<file path="src/rtl/scan_move_scheduler.sv">
// scan_move_scheduler
//   Walks the fixed sticker-scan program: issues setup moves to the motor
//   driver over valid/ready, waits for the turn-complete pulse, and after each
//   observation point has settled strobes the color sampler with the sticker
//   index and sensor select.
// Ports:
//   clock, reset_n     system clock, synchronous active-low reset
//   start              begin a scan (only honoured in IDLE)
//   move_ready         motor driver can accept a move
//   done_turning       one-cycle pulse when the accepted move completes
//   move_valid         move offered; move_face/move_turn describe it
//   observe            one-cycle sample strobe
//   sticker_index      0..47 (corners 0..23, edges 24..47)
//   use_corner_sensor  high when sticker_index < 24
//   busy               scan in progress
//   scan_done          one-cycle pulse at the end of a scan
module scan_move_scheduler #(
  parameter int SETTLE_CYCLES = 1000,
  parameter int SETTLE_W      = 16
) (
  input  logic       clock,
  input  logic       reset_n,
  input  logic       start,
  input  logic       move_ready,
  input  logic       done_turning,
  output logic       move_valid,
  output logic [2:0] move_face,
  output logic [1:0] move_turn,
  output logic       observe,
  output logic [5:0] sticker_index,
  output logic       use_corner_sensor,
  output logic       busy,
  output logic       scan_done
);

  typedef enum logic [2:0] {
    S_IDLE, S_FETCH, S_ISSUE, S_WAIT_TURN, S_SETTLE, S_OBSERVE, S_DONE
  } state_e;

  // Program tokens are {face[2:0], turn[1:0]}. Face 6 is a group token that
  // expands to 4x (OBS, U CW); face 7 is END. Expanding the groups in place
  // keeps the stored program at 89 tokens instead of 173 ops.
  localparam int NTOK = 89;
  localparam logic [4:0] U  = 5'd0,  Ui = 5'd1;
  localparam logic [4:0] L  = 5'd4,  Li = 5'd5,  L2 = 5'd6;
  localparam logic [4:0] F  = 5'd8,  Fi = 5'd9,  F2 = 5'd10;
  localparam logic [4:0] R  = 5'd12, Ri = 5'd13, R2 = 5'd14;
  localparam logic [4:0] B  = 5'd16, Bi = 5'd17, B2 = 5'd18;
  localparam logic [4:0] G  = 5'd24, E  = 5'd28;

  localparam logic [4:0] ROM [NTOK] = '{
    // corner batches
    G,
    F, Bi, G, B, Fi,
    Li, R, G, Ri, L,
    Fi, B, G, Bi, F,
    L, Ri, G, R, Li,
    L2, R2, G, L2, R2,
    // edge batches
    G,
    F, Bi, L, U, F, Bi, G, B, Fi, Ui, Li, B, Fi,
    Li, R, F, Ui, Li, R, G, Ri, L, U, Fi, Ri, L,
    Fi, B, R, U, Fi, B, G, Bi, F, Ui, Ri, Bi, F,
    L, Ri, Bi, U, L, Ri, G, R, Li, Ui, B, R, Li,
    R2, L2, F2, B2, G, B2, F2, L2, R2,
    E
  };

  // SETTLE holds for exactly SETTLE_CYCLES cycles; with 0 it is skipped.
  localparam logic [SETTLE_W-1:0] SETTLE_LAST =
    SETTLE_W'((SETTLE_CYCLES > 0) ? SETTLE_CYCLES - 1 : 0);

  state_e              state_q, state_d;
  logic [6:0]          tok_q, tok_d;   // token pointer
  logic [2:0]          grp_q, grp_d;   // position inside a group (even=OBS)
  logic [SETTLE_W-1:0] cnt_q, cnt_d;
  logic [5:0]          idx_q, idx_d;

  logic [4:0] tok;
  logic       in_group, is_end, op_obs, adv;
  logic [2:0] op_face;
  logic [1:0] op_turn;

  assign tok      = ROM[tok_q];
  assign in_group = (tok[4:2] == 3'd6);
  assign is_end   = (tok[4:2] == 3'd7);
  assign op_obs   = in_group & ~grp_q[0];
  assign op_face  = in_group ? 3'd0 : tok[4:2];
  assign op_turn  = in_group ? 2'd0 : tok[1:0];

  always_comb begin
    state_d    = state_q;
    tok_d      = tok_q;
    grp_d      = grp_q;
    cnt_d      = cnt_q;
    idx_d      = idx_q;
    adv        = 1'b0;
    move_valid = 1'b0;
    move_face  = 3'd0;
    move_turn  = 2'd0;
    observe    = 1'b0;
    scan_done  = 1'b0;
    case (state_q)
      S_IDLE: if (start) begin
        state_d = S_FETCH;
        tok_d   = '0;
        grp_d   = '0;
        idx_d   = '0;
      end
      S_FETCH: begin
        if (is_end)      state_d = S_DONE;
        else if (op_obs) begin
          cnt_d   = '0;
          state_d = (SETTLE_CYCLES == 0) ? S_OBSERVE : S_SETTLE;
        end
        else             state_d = S_ISSUE;
      end
      S_ISSUE: begin
        move_valid = 1'b1;
        move_face  = op_face;
        move_turn  = op_turn;
        if (move_ready) state_d = S_WAIT_TURN;
      end
      S_WAIT_TURN: if (done_turning) begin
        adv     = 1'b1;
        state_d = S_FETCH;
      end
      S_SETTLE: begin
        if (cnt_q == SETTLE_LAST) state_d = S_OBSERVE;
        else                      cnt_d   = cnt_q + 1'b1;
      end
      S_OBSERVE: begin
        observe = 1'b1;
        // saturate so the index holds 47 after the final observation
        if (idx_q != 6'd47) idx_d = idx_q + 6'd1;
        adv     = 1'b1;
        state_d = S_FETCH;
      end
      S_DONE: begin
        scan_done = 1'b1;
        state_d   = S_IDLE;
      end
      default: state_d = S_IDLE;
    endcase
    if (adv) begin
      if (in_group && grp_q != 3'd7) grp_d = grp_q + 3'd1;
      else begin
        tok_d = tok_q + 7'd1;
        grp_d = '0;
      end
    end
  end

  always_ff @(posedge clock) begin
    if (!reset_n) begin
      state_q <= S_IDLE;
      tok_q   <= '0;
      grp_q   <= '0;
      cnt_q   <= '0;
      idx_q   <= '0;
    end else begin
      state_q <= state_d;
      tok_q   <= tok_d;
      grp_q   <= grp_d;
      cnt_q   <= cnt_d;
      idx_q   <= idx_d;
    end
  end

  assign sticker_index     = idx_q;
  assign use_corner_sensor = (idx_q < 6'd24);
  assign busy              = (state_q != S_IDLE);

endmodule

</file>
<file path="config.mk">
export PLATFORM = sky130hd
export DESIGN_NAME = scan_move_scheduler
export DESIGN_NICKNAME = d
export VERILOG_FILES = /design/src/rtl/scan_move_scheduler.sv
export SDC_FILE = /design/constraint.sdc
export NUM_CORES = 1
export LEC_CHECK = 0
export CORE_MARGIN = 10
export CORE_UTILIZATION = 51
export DETAILED_ROUTE_END_ITERATION = 7
export HOLD_SLACK_MARGIN = 0.15
export PLACE_DENSITY = 0.73
export SLEW_MARGIN = 40
export SYNTH_ARGS = -nofsm -noshare
export SYNTH_HDL_FRONTEND = slang
export SYNTH_SLANG_ARGS = --single-unit
</file>
<file path="constraint.sdc">
create_clock -name clock -period 2.5 [get_ports clock]
set_input_delay 0.5 -clock clock [delete_from_list [all_inputs] [get_ports clock]]
set_output_delay 0.5 -clock clock [all_outputs]
set_load 0.01 [all_outputs]
</file>
After elaboration in Yosys (flattened, before gate mapping)
Memory sizes are Yosys's and may differ from the RTL's.
Index checks and enable logic that the tools add are counted.
{ "word_totals": {"out_inout_bits": 16, "elab_cells": 78, "memories": 1, "inputBits": 5, "reg_bits": 35, "mem_bits_rw": 0, "latchBits": 0, "rom_bits": 640} }
{ "memory_table": {"columns": ["name", "words", "width", "rd", "rd_ports_with_merged_regs", "wr", "line_no", "source"], "rows": [
  ["(name not given)", 128, 5, 1, 0, 0, "84", "assign tok = ROM[tok_q];"]
]} }
{ "op_classes": {"n_shift": 0, "div": 0, "n_addsub": 4, "mul": 0, "n_bitwise": 3, "n_reduce_logical": 11, "magnitude_cmp": 2, "eq_ne": 19, "muxes": 33} }
{ "ops": {"columns": ["op", "count"], "rows": [
  ["16-bit two-way mux", 3],
  ["3-bit two-way mux", 12],
  ["16-bit one-hot mux with 2 select lines", 1],
  ["7-bit two-way mux", 4],
  ["3-bit one-hot mux with 6 select lines", 1],
  ["16-bit by 1-bit adder with 16-bit output, second input constant", 1],
  ["16-bit by 10-bit equality test with 1-bit output, second input constant", 1],
  ["2-bit != test, second input constant", 8],
  ["3-bit equality test, second input constant", 5],
  ["6-bit two-way mux", 2],
  ["6-bit one-hot mux with 2 select lines", 1],
  ["5-bit two-way mux", 2],
  ["8-bit greater-or-equal comparator, second input constant", 1],
  ["7-bit inverter with 8-bit output", 1],
  ["4-bit AND reduction", 2],
  ["2-bit nonzero test", 4],
  ["7-bit by 1-bit adder with 7-bit output, second input constant", 1],
  ["6-bit by 1-bit adder with 6-bit output, second input constant", 1],
  ["3-bit by 2-bit equality test with 1-bit output, second input constant", 2],
  ["6-bit by 5-bit less-than comparator with 1-bit output, second input constant", 1],
  ["6-bit != test, second input constant", 1],
  ["1-bit two-way mux", 4],
  ["2-bit two-way mux", 2],
  ["3-bit by 1-bit adder with 3-bit output, second input constant", 1],
  ["other kinds (10)", 10]
]} }

Longest topological paths before layout
{ "depth": {"depth_word": 9, "depth_mapped": 11, "ltp_nobuf": 9} }

Least setup slack after synthesis
No wires, ideal clock.
{ "synth_path": {"kind": "register to output", "startpoint": "register tok_q[1]", "endpoint": "output move_turn[0]", "t_arrival_ns": 2.460, "n_path_buf": 1, "stages_incl_launch_ff": 10, "required_time_ns": 2.000, "slack_ns": -0.460, "path_cell_list": "dfxtp_1 -> buf_2 -> inv_1 -> ha_1 -> or2_2 -> a21boi_0 -> o32ai_2 -> o211ai_2 -> o21ai_0 -> a221oi_1"} }
{ "synth_via": {"elab_chain_len": 7} }
{ "synth_lines": {"columns": ["element", "line_no", "source"], "rows": [
  ["from (decl)", "74", "logic [6:0] tok_q, tok_d;"],
  ["from (signal assigned)", "163", "tok_q <= tok_d;"],
  ["7-bit inverter with 8-bit output (not written as such) (*)", "84", null],
  ["memory 128 x 5 bit (*)", null, null],
  ["5-bit two-way mux (not written as such) (*) (2 in series)", "84", null],
  ["3-bit equality test", "85", "assign in_group = (tok[4:2] == 3'd6);"],
  ["2-bit two-way mux (*)", "89", "assign op_turn = in_group ? 2'd0 : tok[1:0];"],
  ["2-bit two-way mux (*)", "103", "case (state_q)"],
  ["to (decl)", "28", "output logic [1:0] move_turn,"]
]} }
Mark *: on every way between the ends. The rest lies on a longest branch, timed or not. The select of a mux whose other input is x is not followed.

Worst setup path after layout
Same ends and word-level chain as after synthesis.

==> run summary <==
Outcome: finished, violations left
Violated checks: negative setup slack
Capturing element type of the critical path: output port
Internal reg-to-reg setup slack: -0.23 ns
Global-route congestion overflow total: 0
Type of the worst setup path: flip-flop to output port
Count of synthesis-stage warnings from yosys: 0
Core Rows: 26
Total Routing Usage GR: 0.192
Worst EP required: 2.00 ns
Fraction of post-synthesis cell area in the top cell type by area: 0.260
Total count of hold-check failures in the final report: 0
Startpoint of the worst setup timing path: tok_q[1]
First-pass GRT wire length: 13800 µm
Total non-filler cell area in the finished layout: 3830 µm²
Top-level port count: 21
Commonest non-fill, non-tap cell in the layout: sky130_fd_sc_hd__buf_4
Power per cell area: 301 nW/µm²
Maximum clock path buffer count: 2
Cell area after synthesis: 2690 µm²
RR Startpoint: tok_q[1]
Pleak: 1.45 nW
Skew-Pair Late Insertion Delay: 0.29 ns
Largest delay share family, worst path: compound AO/OA/AOI/OAI gates
Number of enable-type register cells in the synthesized netlist: 0
Maximum number of pins on one net before global-route repair: 14
Cell with the largest stage delay on the worst path: sky130_fd_sc_hd__dfxtp_4
Crit-path cells: inv_6 > ha_4 > nor2_1 > o32a_1 > a41oi_2 > nand3_2 > o21ai_4 > buf_6 > a221oi_2 > buf_2
Number of DRC violations after detailed routing: 0
Crit path arrival time: 2.37 ns
Area of placed instances: 3430 µm²
Setup repair after global routing missed its margin: true
Port Buffers: 20
Register Area: 714 µm²
Detailed-routing iteration count for the pre-antenna-repair pass: 4
Starting DRC count in detailed routing: 244
Total power: 1.15 mW
FFs w/ async S/R, synth: 0
Drt wl/cell: 16.7 µm
CP max FO: 6
Crit path buffers/inverters: 3
Cell type with the highest aggregate area in the netlist: sky130_fd_sc_hd__dfxtp_1
Clock-pin slew reported for the worst setup and hold paths after clock tree synthesis: 0.08 ns
Cell count after synthesis: 347
Number of flip-flops and latches in the synthesized netlist: 35
Number of maximum-capacitance violations: 0
Die Height: 92.6 µm
Drt total wl: 8440 µm
Critical path launch point type: flip-flop
Antenna Violating Nets Remaining: 0
Critical Path Stages: 10
Period minus WS final: 2.87 ns
Final-layout setup total negative slack: -3.82 ns
Cell Count Post-Placement: 484
Post-layout util: 0.750
Number of pins with negative max-slew slack in the final report: 0
Diodes inserted: 0
Die Span X: 92.6 µm
Net count of the finished layout: 453
Share of cells above drive strength 1: 0.323
Max Clock Freq: 0.349 GHz
Vias in the first global route: 2953
Multi-input gate area in the final layout: 2030 µm²
Worst reg2reg endpoint: cnt_q[12]
Type of the tightest min-delay check: flip-flop to flip-flop
Number of antenna violations at the first check in global routing: 0
DP HPWL: 6230 µm
Cell types with the largest area share after synthesis: sky130_fd_sc_hd__dfxtp_1 (26%), sky130_fd_sc_hd__ha_1 (6.0%), sky130_fd_sc_hd__nand2_1 (5.2%), sky130_fd_sc_hd__o21ai_0 (4.3%), sky130_fd_sc_hd__nor2_1 (4.2%)
Floorplan Core Area: 5110 µm²
Final cell count without fillers: 506
Worst-case setup margin in the final layout: -0.365 ns
Highest-count cells in the layout ignoring fill and taps: sky130_fd_sc_hd__buf_4 (75), sky130_fd_sc_hd__nand2_1 (37), sky130_fd_sc_hd__dfxtp_1 (30)
Worst vdd rail ir drop: 0.000329 V
Final setup viols: 24
Slew at the pin closest to its max-slew limit: 0.578 ns
Die area: 8580 µm²
Post-synthesis area per instance: 7.75 µm²
Post-synthesis cell type count: 67
Register area share after synthesis: 0.260
TritonCTS clock tree: done
Main synth FF type: sky130_fd_sc_hd__dfxtp_1
Crit path largest cell delay: 0.41 ns
Period Utilization, post-route: 1.15
Worst reg-to-reg path cell count: 11
FILL cells: 412
Clk root buf: sky130_fd_sc_hd__clkbuf_8
Placer's final routability congestion estimate: 0.935
Slew HR: 0.610
Maximum clock skew at final layout: 0.0120 ns
Hold slack: 0.472 ns
Worst slack after detailed placement: -0.468 ns
Vias per std cell: 5.94
Nets in the synthesized netlist: 365
Maximum level of the CTS H-tree: 2
Signed area change from the synthesized netlist to the final layout: 42.4%
Initial Utilization: 0.527
Number of sinks on the clock net: 35
Vias: 3004
Num CTS Buffers: 5
Capture point of the critical path: move_turn[0]
-- metal layers --
layer	wire length, µm	global-route usage	up-vias	share of wire
met3	454	0.0452	19	0.054
met5	0	0	-	0
li1	-	-	1475	-
met4	187	0.0694	0	0.022
met1	3560	0.219	1419	0.42
met2	4240	0.339	91	0.50
-- flip-flops by register name (all words and copies together) (netlist names) --
signal and cells:
state_q 3, tok_q 7, sticker_index 6, cnt_q 16, grp_q 3
-- power breakdown --
part,internal [mW],switching [mW],leakage [nW]
Clock,0.195,0.211,0.0412
Combinational,0.0706,0.101,1.13
Sequential,0.564,0.0109,0.286
Total,0.830,0.322,1.45
-- worst reg2reg max path, stage by stage, from the launching register on --
cell,delay (ns)
sky130_fd_sc_hd__dfxtp_4,0.41
sky130_fd_sc_hd__buf_4,0.17
sky130_fd_sc_hd__ha_4,0.17
sky130_fd_sc_hd__nand2_1,0.09
sky130_fd_sc_hd__and3_4,0.19
sky130_fd_sc_hd__o41ai_4,0.34
sky130_fd_sc_hd__o211ai_2,0.18
sky130_fd_sc_hd__buf_4,0.17
sky130_fd_sc_hd__buf_6,0.12
sky130_fd_sc_hd__nor4_4,0.38
sky130_fd_sc_hd__and3b_1,0.22
sky130_fd_sc_hd__o21a_1,0.18
-- cells in the mapped netlist, types with 3 or more instances --
library cell               instances
sky130_fd_sc_hd__nor2_1           30
sky130_fd_sc_hd__a221oi_1          4
sky130_fd_sc_hd__nand2b_1          5
sky130_fd_sc_hd__and3_1            9
sky130_fd_sc_hd__nor2b_1           7
sky130_fd_sc_hd__a31oi_1           3
sky130_fd_sc_hd__or3_1             4
sky130_fd_sc_hd__dfxtp_1          35
sky130_fd_sc_hd__and2_1            5
sky130_fd_sc_hd__a211oi_1          3
sky130_fd_sc_hd__nand3_1          12
sky130_fd_sc_hd__buf_2            10
sky130_fd_sc_hd__o21ai_0          23
sky130_fd_sc_hd__nand4_1          14
sky130_fd_sc_hd__a32o_1            3
sky130_fd_sc_hd__a21oi_1          19
sky130_fd_sc_hd__nor3_1            3
sky130_fd_sc_hd__ha_1             13
sky130_fd_sc_hd__mux2_2            4
sky130_fd_sc_hd__o22ai_1           9
sky130_fd_sc_hd__o31ai_1           4
sky130_fd_sc_hd__a21o_1            3
sky130_fd_sc_hd__inv_1            12
sky130_fd_sc_hd__o311ai_0          3
sky130_fd_sc_hd__nand3b_1          4
sky130_fd_sc_hd__nand2_1          37
sky130_fd_sc_hd__mux2i_1           6
sky130_fd_sc_hd__clkbuf_1         10
sky130_fd_sc_hd__a211o_1           3
sky130_fd_sc_hd__or4_1             3
-- logic make-up after synthesis --
group,count (synthesis),share of synthesized area
compound gates,100,0.266
mux,11,0.0474
fa+ha+maj,13,0.0605
simple gates,148,0.293
xor+xnor,4,0.0130
flops,35,0.260
buf+inv,36,0.0591
-- layout make-up --
type | instances | share of cell area
well taps | 70 | 0.0229
multi-input cells | 276 | 0.530
clock buffers | 6 | 0.0189
repair buffers | 103 | 0.222
inverters | 14 | 0.0163
clock inverters | 2 | 0.00327
flip-flops and latches | 35 | 0.187
-- worst min path at each step --
stage | end | cells after the start | start | slack, ns
4_1_cts | grp_q[2] | 2 | grp_q[2] | 0.48
6_report | grp_q[2] | 2 | grp_q[2] | 0.47
3_3_place_gp | cnt_q[15] | 1 | cnt_q[15] | 0.44
3_5_place_dp | grp_q[1] | 2 | grp_q[1] | 0.45
2_1_floorplan | cnt_q[15] | 1 | cnt_q[15] | 0.42
5_1_grt | grp_q[2] | 2 | grp_q[2] | 0.49
-- what timing repair did --
action,4_1_cts,5_1_grt
hold buffers,0,0
pin swaps,20,11
resized for setup,58,12
setup endpoints to repair,27,31
buffers inserted,11,4
No activity file was read; power rests on OpenSTA's default activity.
